--- src/rtl/div.sv ---
// -----------------------------------------------------------------------------
// div: multi-cycle 32-bit integer divider (DIV / DIVU) for the execute stage.
// Restoring division: one quotient bit per clock on a 65-bit
// {partial remainder, dividend} register, then a sign fixup.
//
// Handshake: the execute stage raises start_i with the operands and
// signed_div_i, and holds start_i high until it sees ready_o. The operands
// are captured on the edge that accepts start_i in IDLE. ready_o marks
// result_o valid and stays high (result stable) for as long as start_i is
// held. Dropping start_i in DONE returns to IDLE. annul_i aborts a division
// in ZERO or BUSY; in DONE it is ignored.
//
// Ports:
//   clk           rising-edge clock
//   rst           asynchronous active-high reset
//   signed_div_i  1 = signed (DIV), 0 = unsigned (DIVU)
//   opdata1_i     dividend
//   opdata2_i     divisor
//   start_i       division request
//   annul_i       abort in-flight division (pipeline flush)
//   result_o      {remainder, quotient}
//   ready_o       result_o valid
//   dbg_state_o   current FSM state (IDLE=0, ZERO=1, BUSY=2, DONE=3)
// -----------------------------------------------------------------------------
module div (
  input  logic        clk,
  input  logic        rst,
  input  logic        signed_div_i,
  input  logic [31:0] opdata1_i,
  input  logic [31:0] opdata2_i,
  input  logic        start_i,
  input  logic        annul_i,
  output logic [63:0] result_o,
  output logic        ready_o,
  output logic [1:0]  dbg_state_o
);

  typedef enum logic [1:0] {
    IDLE = 2'd0,
    ZERO = 2'd1,
    BUSY = 2'd2,
    DONE = 2'd3
  } state_e;

  state_e      state_q,  state_d;
  logic [5:0]  cnt_q,    cnt_d;
  logic [64:0] dreg_q,   dreg_d;
  logic [31:0] dvsr_q,   dvsr_d;
  logic        neg_q_q,  neg_q_d;
  logic        neg_r_q,  neg_r_d;
  logic [63:0] result_q, result_d;
  logic        ready_q,  ready_d;

  logic [31:0] mag1, mag2;
  logic [64:0] shifted;
  logic [32:0] trial;
  logic [31:0] quot_fix, rem_fix;

  // Operand magnitudes: two's complement only for negative signed operands.
  assign mag1 = (signed_div_i && opdata1_i[31]) ? (~opdata1_i + 32'd1) : opdata1_i;
  assign mag2 = (signed_div_i && opdata2_i[31]) ? (~opdata2_i + 32'd1) : opdata2_i;

  // The partial remainder never exceeds the divisor, so after the shift the
  // top 33 bits always hold it without overflow.
  assign shifted = dreg_q << 1;
  assign trial   = shifted[64:32] - {1'b0, dvsr_q};

  assign quot_fix = neg_q_q ? (~dreg_q[31:0]  + 32'd1) : dreg_q[31:0];
  assign rem_fix  = neg_r_q ? (~dreg_q[63:32] + 32'd1) : dreg_q[63:32];

  always_comb begin
    state_d  = state_q;
    cnt_d    = cnt_q;
    dreg_d   = dreg_q;
    dvsr_d   = dvsr_q;
    neg_q_d  = neg_q_q;
    neg_r_d  = neg_r_q;
    result_d = result_q;
    ready_d  = ready_q;

    unique case (state_q)
      IDLE: begin
        ready_d  = 1'b0;
        result_d = 64'h0;
        if (start_i && !annul_i) begin
          if (opdata2_i == 32'h0) begin
            state_d = ZERO;
          end else begin
            state_d = BUSY;
            cnt_d   = 6'd0;
            dreg_d  = {33'h0, mag1};
            dvsr_d  = mag2;
            neg_q_d = signed_div_i && (opdata1_i[31] ^ opdata2_i[31]);
            neg_r_d = signed_div_i && opdata1_i[31];
          end
        end
      end

      ZERO: begin
        result_d = 64'h0;
        if (annul_i) begin
          state_d = IDLE;
          ready_d = 1'b0;
        end else begin
          state_d = DONE;
          ready_d = 1'b1;
        end
      end

      BUSY: begin
        // annul_i is checked first so it wins over completion.
        if (annul_i) begin
          state_d  = IDLE;
          ready_d  = 1'b0;
          result_d = 64'h0;
        end else if (cnt_q == 6'd32) begin
          state_d  = DONE;
          ready_d  = 1'b1;
          result_d = {rem_fix, quot_fix};
        end else begin
          cnt_d = cnt_q + 6'd1;
          if (!trial[32]) begin
            dreg_d = {trial, shifted[31:1], 1'b1};
          end else begin
            dreg_d = shifted;
          end
        end
      end

      DONE: begin
        if (!start_i) begin
          state_d  = IDLE;
          ready_d  = 1'b0;
          result_d = 64'h0;
        end
      end

      default: begin
        state_d  = IDLE;
        ready_d  = 1'b0;
        result_d = 64'h0;
      end
    endcase
  end

  always_ff @(posedge clk or posedge rst) begin
    if (rst) begin
      state_q  <= IDLE;
      cnt_q    <= 6'd0;
      dreg_q   <= 65'h0;
      dvsr_q   <= 32'h0;
      neg_q_q  <= 1'b0;
      neg_r_q  <= 1'b0;
      result_q <= 64'h0;
      ready_q  <= 1'b0;
    end else begin
      state_q  <= state_d;
      cnt_q    <= cnt_d;
      dreg_q   <= dreg_d;
      dvsr_q   <= dvsr_d;
      neg_q_q  <= neg_q_d;
      neg_r_q  <= neg_r_d;
      result_q <= result_d;
      ready_q  <= ready_d;
    end
  end

  assign result_o    = result_q;
  assign ready_o     = ready_q;
  assign dbg_state_o = state_q;

endmodule
--- config.mk ---
export PLATFORM = sky130hd
export DESIGN_NAME = div
export DESIGN_NICKNAME = d
export VERILOG_FILES = /design/src/rtl/div.sv
export SDC_FILE = /design/constraint.sdc
export NUM_CORES = 1
export LEC_CHECK = 0
export BUFFER_PORTS_ARGS = -buffer_cell sky130_fd_sc_hd__buf_4
export CORE_MARGIN = 5
export CORE_UTILIZATION = 55
export CTS_CLUSTER_DIAMETER = 120
export DETAILED_ROUTE_END_ITERATION = 10
export GPL_ROUTABILITY_DRIVEN = 0
export PLACE_DENSITY_LB_ADDON = 0.2
export SLEW_MARGIN = 20
export SYNTH_ARGS = -nofsm -noshare
export SYNTH_HDL_FRONTEND = slang
export SYNTH_SLANG_ARGS = --single-unit
--- constraint.sdc ---
create_clock -name clk -period 16.57 [get_ports clk]
set_clock_uncertainty 0.05 [all_clocks]
set_input_delay 3.314 -clock clk [delete_from_list [all_inputs] [get_ports clk]]
set_output_delay 3.314 -clock clk [all_outputs]
set_load 0.05 [all_outputs]
## After elaboration in Yosys (flattened, before gate mapping)

Cells that the tools add are included.

- Reductions and logical operators: 13
- Bitwise operators: 6
- Shifts and indexed selects: 0
- Divide/modulo/power cells: 0
- Multipliers: 0
- Add/subtract/negate cells: 6
- Muxes and demuxes: 31
- Eq/ne operators: 10
- $lt $le $gt $ge: 0

Operators with widths:

| kind | count |
|---|---|
| 64-bit two-way mux | 8 |
| 64-bit case mux with 3 select lines | 1 |
| 32-bit by 1-bit adder with 32-bit output, second input constant | 4 |
| 32-bit two-way mux | 4 |
| 32-bit inverter | 4 |
| 64-bit case mux with 2 select lines | 1 |
| 33-bit by 32-bit subtractor with 33-bit output | 1 |
| 32-bit logical NOT | 1 |
| 6-bit two-way mux | 4 |
| 2-bit two-way mux | 6 |
| 6-bit case mux with 2 select lines | 1 |
| 2-bit != test, second input constant | 5 |
| 2-bit case mux with 4 select lines | 1 |
| 6-bit by 1-bit adder with 6-bit output, second input constant | 1 |
| 6-bit equality test, second input constant | 1 |
| 3-bit AND reduction | 2 |
| 5-bit AND reduction | 1 |
| 2-bit equality test, second input constant | 2 |
| 1-bit logical AND | 4 |
| 1-bit two-way mux | 4 |
| 1-bit case mux with 4 select lines | 1 |
| 3-bit != test, second input constant | 1 |
| 2-bit by 1-bit equality test with 1-bit output, second input constant | 1 |
| 2-bit logical NOT | 1 |
| other kinds (6) | 6 |

- Memories kept: 0
- Memory bits (read-only): 0
- Bits in registers: 171
- Word-level logic and storage cells: 74
- Memory bits (writable): 0
- Output and inout port bits: 67
- Bits in latches: 0

## Logic depth before layout (Yosys ltp)

Gate-level depths: netlist of run 1.

- Depth after elaboration: 6
- Gate-level depth with buffers: 13
- Depth with buffers taken out: 12

## Least setup slack after synthesis of run 1

OpenSTA, ideal clock, no wires.

- Path type: input to register
- From: in opdata2_i[11]
- To: reg dreg_q[48]
- Path buffers: 3
- Stages on the path: 11
- Path slack: 10.550 ns
- Setup time: 0.126 ns
- Required time: 16.394 ns
- Data arrival time: 5.843 ns
- Cell sequence: or4_1 nor4_2 nor4b_1 nand4_1 a31o_2 and2_1 clkbuf_1 clkbuf_1 buf_1 nand4_1 nand3_1

- Word-level cells in the longest chain between the ends: 3

RTL lines:

| what | RTL line | text |
|---|---|---|
| start: declaration | 30 | `input logic [31:0] opdata2_i,` |
| 32-bit logical NOT | 86 | `if (opdata2_i == 32'h0) begin` |
| 2-bit != test (no line) | n/a |  |
| 5-bit AND reduction (no line) | n/a |  |
| end signal: assignment | 159 | `dreg_q <= dreg_d;` |
| end: declaration | 47 | `logic [64:0] dreg_q, dreg_d;` |

No other way between the ends.
A chain may end at the register's enable or synchronous reset.

## Worst setup path in the final report of run 1

- From: in opdata2_i[11]
- To: reg dreg_q[63]

Same word-level chain as after synthesis.

==> impl_metrics.py, run 1 <==
metrics = {
    "clock_network": {
        "cts_tree": "yes",
        "cts_sinks": 171,
        "cts_resized": 0,
        "root_buffer": "clkbuf_16",
        "clk_latency_ns": 0.44,
        "cts_max_level": 4,
        "holdBufCountCts": 0,
        "cts_setup_buffers": 0,
        "clkSlewWorstSetupHoldPaths_ns": 0.06,
        "clk_path_buf_depth": 2,
        "cts_buffers": 17,
    },
    "yosys": {
        "synth_edf_count": 0,
        "synth-async-reset-ratio_pct": 100,
        "yosysUniqueCellTypes": 68,
        "syn_nets": 1482,
        "synth_area_leader_cell": "dfrtp_1",
        "synth_seq_area_share_pct": 37.9,
        "synthCells": 1371,
        "synth_area_um2": 11300,
        "ys.flop_type": "dfrtp_1",
        "syn_avg_cell_area_um2": 8.23,
        "netlist.area_leader.share_pct": 37.9,
        "synthTopCellsByArea": "dfrtp_1 38%, o21ai_0 7.6%, nand2_1 6.9%, xor2_1 6.4%, xnor2_1 4.6%",
        "synth-seq-cells": 171,
        "yosysWarnings": 0,
    },
    "worst_setup_path": {
        "required_ns": 16.83,
        "critPathMaxFanout": 103,
        "critical_path_class": "in2reg",
        "worst_ep_arrival_time_ns": 6.68,
        "startpoint_type": "primary input",
        "crit_path_end_kind": "flip-flop",
        "r2r_slack_ns": 12.45,
    },
    "global_routing": {
        "antenna_found_initial": 0,
        "grt_remaining_overflow": 0,
        "track_usage_pct": 24.0,
        "grt_pass1_wl_um": 47100,
        "first_global_vias": 9380,
        "grt_max_degree": 105,
    },
    "sta": {
        "maxSlewViolCount": 0,
        "setup_violations": 0,
        "worst_slew_pin_slew_ns": 0.996,
        "rsz0062_at_grt": "no",
        "slew_headroom_pct": 33.6,
        "hold_slack_ns": 0.428,
        "hold_viol": 0,
        "min_period_over_period_pct": 38.8,
        "fin_setup_tns_ns": 0,
        "finalCriticalPeriod_ns": 6.42,
        "fmax_mhz": 156,
    },
    "power": {
        "power.total_uw": 1920,
        "seq_power_share_pct": 33.0,
        "power.ir.vdd_worst_mv": 0.129,
        "p_sw_uw": 862,
        "cellLeakagePower_uw": 0.00597,
        "switching_share_pct": 44.9,
        "power_density_nw_per_um2": 147,
        "pwr-share-comb_pct": 47.0,
        "power.share.clock_pct": 20.1,
        "p_int_uw": 1060,
    },
    "floorplanning": {
        "ios": 136,
        "fp.dieH_um": 153,
        "start_util_pct": 55.7,
        "core-area_um2": 20200,
        "die_area_um2": 23500,
        "die_w_um": 153,
        "num_rows": 52,
    },
    "cells_and_area": {
        "drive_gt1_share_pct": 13.6,
        "syn2layout_area_growth_pct": 15.8,
        "diodes": 0,
        "finalNetCount": 1571,
        "stdcell_count": 1743,
    },
    "routing": {
        "postRouteAntennaNets": 0,
        "viasPerCell": 5.78,
        "drcViolationCount": 0,
        "totalWireLength_um": 27800,
        "dr.pass1.iters": 5,
        "vias": 10100,
        "drt_iter0_drc": 697,
        "wl_per_cell_um": 15.9,
    },
    "hold_path": {
        "hold_class": "reg2reg",
    },
    "job": {
        "maxCapViolCount": 0,
    },
    "placed_design": {
        "io_buffers": 135,
        "placed_cells": 1710,
        "hpwlAfterDp_um": 20200,
    },
    "run_status": {
        "status": "finished, final reports clean",
    },
}
-- final timing paths --
path / cells past startpoint / endpoint / start
worst max-delay path: 11 / dreg_q[63] / opdata2_i[11]
worst min-delay path: 2 / result_o[47] / result_o[47]
worst max register to register: 11 / dreg_q[61] / dreg_q[31]
worst min register to register: 2 / result_o[47] / result_o[47]
max in group asynchronous: 3 / result_o[58] / rst
min in group asynchronous: 2 / result_o[41] / rst
-- cell families (layout without fill, tap and decap cells) --
logic type	Yosys count	in the layout	synth area share (%)
DFF	171	171	37.9
adders and majority gates	42	42	4.73
buffers and inverters	135	237	4.52
and+or+nand+nor	491	491	21.1
muxes	7	7	0.632
AOI/OAI and AO/OA	383	383	20.0
xor gates and xnor gates	142	142	11.0
-- flip-flops by register name (all words and copies together), names as in the netlist --
name	count
dvsr_q	32
ready_o	1
neg_q_q	1
result_o	64
dbg_state_o	2
cnt_q	6
neg_r_q	1
dreg_q	64
-- per-layer routing --
metal | part of all wire [%] | up-vias | track usage, %
li1 | - | 5033 | -
met1 | 47 | 4679 | 36.7
met3 | 7.4 | 40 | 4.61
met2 | 43 | 324 | 35.1
met4 | 2.0 | 0 | 6.28
met5 | 0 | - | 0
-- layout by cell type (no fill, tap or decap), drive strengths merged, types with 3 or more instances in the layout --
cell type / instances
clkinvlp: 3
nor3: 23
a21o: 8
xor2: 83
xnor2: 59
a2bb2oi: 3
or3: 22
nor3b: 3
nand4: 47
a21oi: 101
o21ai: 174
o211ai: 5
and2: 6
dfrtp: 171
nand2b: 11
o221ai: 3
nand2: 206
a31oi: 13
ha: 41
nor4: 12
buf: 143
nand3: 35
o31ai: 25
o41ai: 9
clkbuf: 22
or4: 17
inv: 66
nand4b: 4
clkinv: 3
nor2b: 12
o31a: 4
a22o: 4
o311ai: 7
o21a: 9
and3: 4
mux2i: 6
nor2: 79
-- synthesized netlist by cell type, drive strengths merged (23+ instances only) --
| library cell | number |
|---|---|
| clkbuf | 57 |
| inv | 62 |
| xor2 | 83 |
| nor2 | 79 |
| a21oi | 101 |
| o21ai | 174 |
| ha | 41 |
| xnor2 | 59 |
| o31ai | 25 |
| dfrtp | 171 |
| nand2 | 206 |
| nand3 | 35 |
| nor3 | 23 |
| nand4 | 47 |
-- power by group through the flow --
stage | registers, uW | logic, uW | clock network (uW)
2_1_floorplan | 709 | 597 | 0
3_3_place_gp | 636 | 877 | 0
3_5_place_dp | 641 | 895 | 0
4_1_cts | 634 | 898 | 390
5_1_grt | 653 | 1010 | 412
6_report | 634 | 902 | 385
-- worst max-delay path, stage by stage --
cell and delay, ns:
buf_4 0.12, or4_1 0.60, nor4_2 0.31, nor4b_1 0.40, nand4_1 0.29, a31o_2 0.37, nand2_2 0.06, buf_4 0.70
nor4_1 0.12, a41oi_1 0.20, nand3_1 0.09
-- final cells by class --
class	instances	area (um^2)
Tap cell	270	338
Clock buffer	22	484
Sequential cell	171	4280
Fill cell	1743	7180
Inverter	62	238
Clock inverter	10	82.6
Multi-Input combinational cell	1065	6550
Timing Repair Buffer	143	1090
-- per-stage QoR --
stage	setup WS, ns	utilization [%]	instance area, um^2
2_1_floorplan	8.57	-	11300
3_3_place_gp	9.70	61.6	12500
3_5_place_dp	9.59	61.6	12500
4_1_cts	10.05	64.4	13000
5_1_grt	9.76	64.5	13100
6_report	10.15	64.5	13100
(Power assumes the default switching activity.)
==> run 2: changes to the inputs <==
ABC_AREA = 1   (was unset)
clock period = 6.45 ns   (was 16.57 ns; I/O delays follow)
==> run 2 against run 1 <==
Utilization shrank 1.1 points. Flip-flop and latch count is the same. Global-route usage grew 4.8 points. Sequential power grew to 2.6 times the previous value. Register-to-register slack lost 9.8 ns. Via count grew 33%. Combinational power grew to 3.2 times the previous value. Power grew to 2.9 times the previous value. Clock-buffer cell count shrank 3. Die area grew 15%. Clock power grew to 2.7 times the previous value.
==> impl_metrics.py, run 2 <==
metrics = {
    "run_status": {
        "status": "finished, final reports clean",
    },
    "routing": {
        "drcViolationCount": 0,
        "viasPerCell": 5.41,
        "vias": 13400,
        "postRouteAntennaNets": 0,
        "drt_iter0_drc": 1482,
        "dr.pass1.iters": 5,
        "totalWireLength_um": 38200,
        "wl_per_cell_um": 15.3,
    },
    "yosys": {
        "synthTopCellsByArea": "dfrtp_1 33%, nand2_1 21%, inv_1 8.1%, nand3_1 7.4%, o21ai_0 4.8%",
        "synth_edf_count": 0,
        "synth_commonest_cells": "738 x nand2_1, 284 x inv_1, 193 x nand3_1",
        "synth_seq_area_share_pct": 32.6,
        "synth_area_leader_cell": "dfrtp_1",
        "synth_area_um2": 13100,
        "netlist.area_leader.share_pct": 32.6,
        "yosysWarnings": 0,
        "syn_nets": 2165,
        "synth-async-reset-ratio_pct": 100,
        "synthCells": 2054,
        "yosysUniqueCellTypes": 47,
        "ys.flop_type": "dfrtp_1",
        "syn_avg_cell_area_um2": 6.40,
        "synth_most_common_cell": "nand2_1",
        "synth-seq-cells": 171,
    },
    "global_routing": {
        "antenna_found_initial": 0,
        "grt_remaining_overflow": 0,
        "first_global_vias": 12500,
        "grt_pass1_wl_um": 63000,
        "track_usage_pct": 28.8,
        "grt_max_degree": 70,
    },
    "worst_setup_path": {
        "crit_start": "dbg_state_o[0]",
        "critical_path_class": "reg2reg",
        "required_ns": 6.72,
        "startpoint_type": "flip-flop",
        "crit_path_end_kind": "flip-flop",
        "r2r-start": "dbg_state_o[0]",
        "critPathMaxFanout": 67,
        "worst_ep_arrival_time_ns": 4.06,
    },
    "clock_network": {
        "holdBufCountCts": 0,
        "cts_resized": 0,
        "clk_path_buf_depth": 2,
        "cts_buffers": 17,
        "cts_sinks": 171,
        "cts_max_level": 4,
        "clkSlewWorstSetupHoldPaths_ns": 0.07,
        "clk_latency_ns": 0.44,
        "root_buffer": "clkbuf_16",
        "cts_setup_buffers": 0,
        "cts_tree": "yes",
    },
    "sta": {
        "min_period_over_period_pct": 58.8,
        "slew_headroom_pct": 29.9,
        "setup_violations": 0,
        "finalCriticalPeriod_ns": 3.79,
        "fmax_mhz": 264,
        "hold_viol": 0,
        "rsz0062_at_grt": "no",
        "maxSlewViolCount": 0,
        "worst_slew_pin_slew_ns": 1.05,
        "hold_slack_ns": 0.431,
        "fin_setup_tns_ns": 0,
    },
    "cells_and_area": {
        "diodes": 0,
        "layout_common_cells": "736 x nand2_1, 283 x inv_1, 193 x nand3_1, 171 x dfrtp_1, 147 x nor2_1",
        "final_common_cell": "nand2_1",
        "drive_gt1_share_pct": 9.82,
        "finalNetCount": 2266,
        "syn2layout_area_growth_pct": 13.3,
    },
    "hold_path": {
        "hold_class": "reg2reg",
        "hold_start": "result_o[60]",
    },
    "placed_design": {
        "hpwlAfterDp_um": 29600,
        "io_buffers": 135,
    },
    "floorplanning": {
        "num_rows": 56,
        "start_util_pct": 56.0,
        "die_area_um2": 27100,
        "die_w_um": 165,
        "fp.dieH_um": 165,
        "core-area_um2": 23500,
        "ios": 136,
    },
    "power": {
        "power.ir.vdd_worst_mv": 0.279,
        "power_density_nw_per_um2": 377,
        "cellLeakagePower_uw": 0.00811,
    },
    "job": {
        "maxCapViolCount": 0,
    },
}
[run 2: cell count changes in the layout (fill, tap and decap cells not counted), sizes merged, moves of 22 or more]
| cell | change |
|---|---|
| nand3 | +159 |
| inv | +229 |
| a21oi | -43 |
| nand4 | -23 |
| xor2 | -34 |
| o21ai | -24 |
| or3 | -22 |
| nor2 | +73 |
| xnor2 | -34 |
| nand2 | +543 |
[run 2: through the flow]
step	util, %	std cells	power, uW	setup WS, ns	cell area [um^2]
detailed placement	60.9	2455	4520	2.53	14300
floorplan	-	2054	3760	0.478	13100
CTS	63.5	2487	5580	2.64	14900
finish	63.5	2487	5610	2.66	14900
global placement	60.9	2455	4450	2.64	14300
global route	63.5	2487	6030	2.28	14900
[run 2: path summary, 6_finish.rpt]
check                          endpoint  slack [ns]  cells after the start
min in group asynchronous   result_o[7]        0.81                      2
setup / recovery           result_o[39]        2.66                     13
setup reg to reg           result_o[39]        2.66                     13
hold / removal             result_o[60]        0.43                      2
max in group asynchronous    dreg_q[48]        4.36                      3
hold reg to reg            result_o[60]        0.43                      2
[run 2: cell type report]
class                           instances  area [um^2]
Clock inverter                         13          158
Fill cell                            2179         8580
Multi-Input combinational cell       1532         7460
Clock buffer                           19          433
Timing Repair Buffer                  143         1070
Inverter                              290         1090
Tap cell                              319          399
Sequential cell                       171         4280
[run 2: cell families after synthesis]
kind of cell	count (synthesis)	synth area share, %
compound gates	251	10.5
fa+ha+maj	42	4.06
simple gates	1165	37.1
flops	171	32.6
buf+inv	351	10.8
xor+xnor	74	4.93
[run 2: critical path, cell delays in order (launching register included)]
cell and delay [ns]:
dfrtp_1 0.40, inv_1 0.11, ha_1 0.84, inv_2 0.35, nor2_1 0.16, o21ai_1 0.13
nand2_2 0.07, buf_4 0.53, nor3_4 0.04, buf_4 0.31, inv_2 0.38, a21oi_1 0.07
o21ai_1 0.11, nand2_1 0.07
[run 2: report_power, final]
part | internal [uW] | switching (uW) | leakage, uW
registers | 1370 | 292 | 0.00227
clock network | 581 | 464 | 0.000279
logic | 849 | 2050 | 0.00556
total | 2800 | 2810 | 0.00811
[run 2: routing by layer]
layer	GRT usage, %	share of wire [%]	up-vias
li1	-	-	6711
met1	45.6	47	6075
met2	40.6	41	611
met3	4.64	9.7	50
met4	7.64	1.9	0
met5	0	0	-
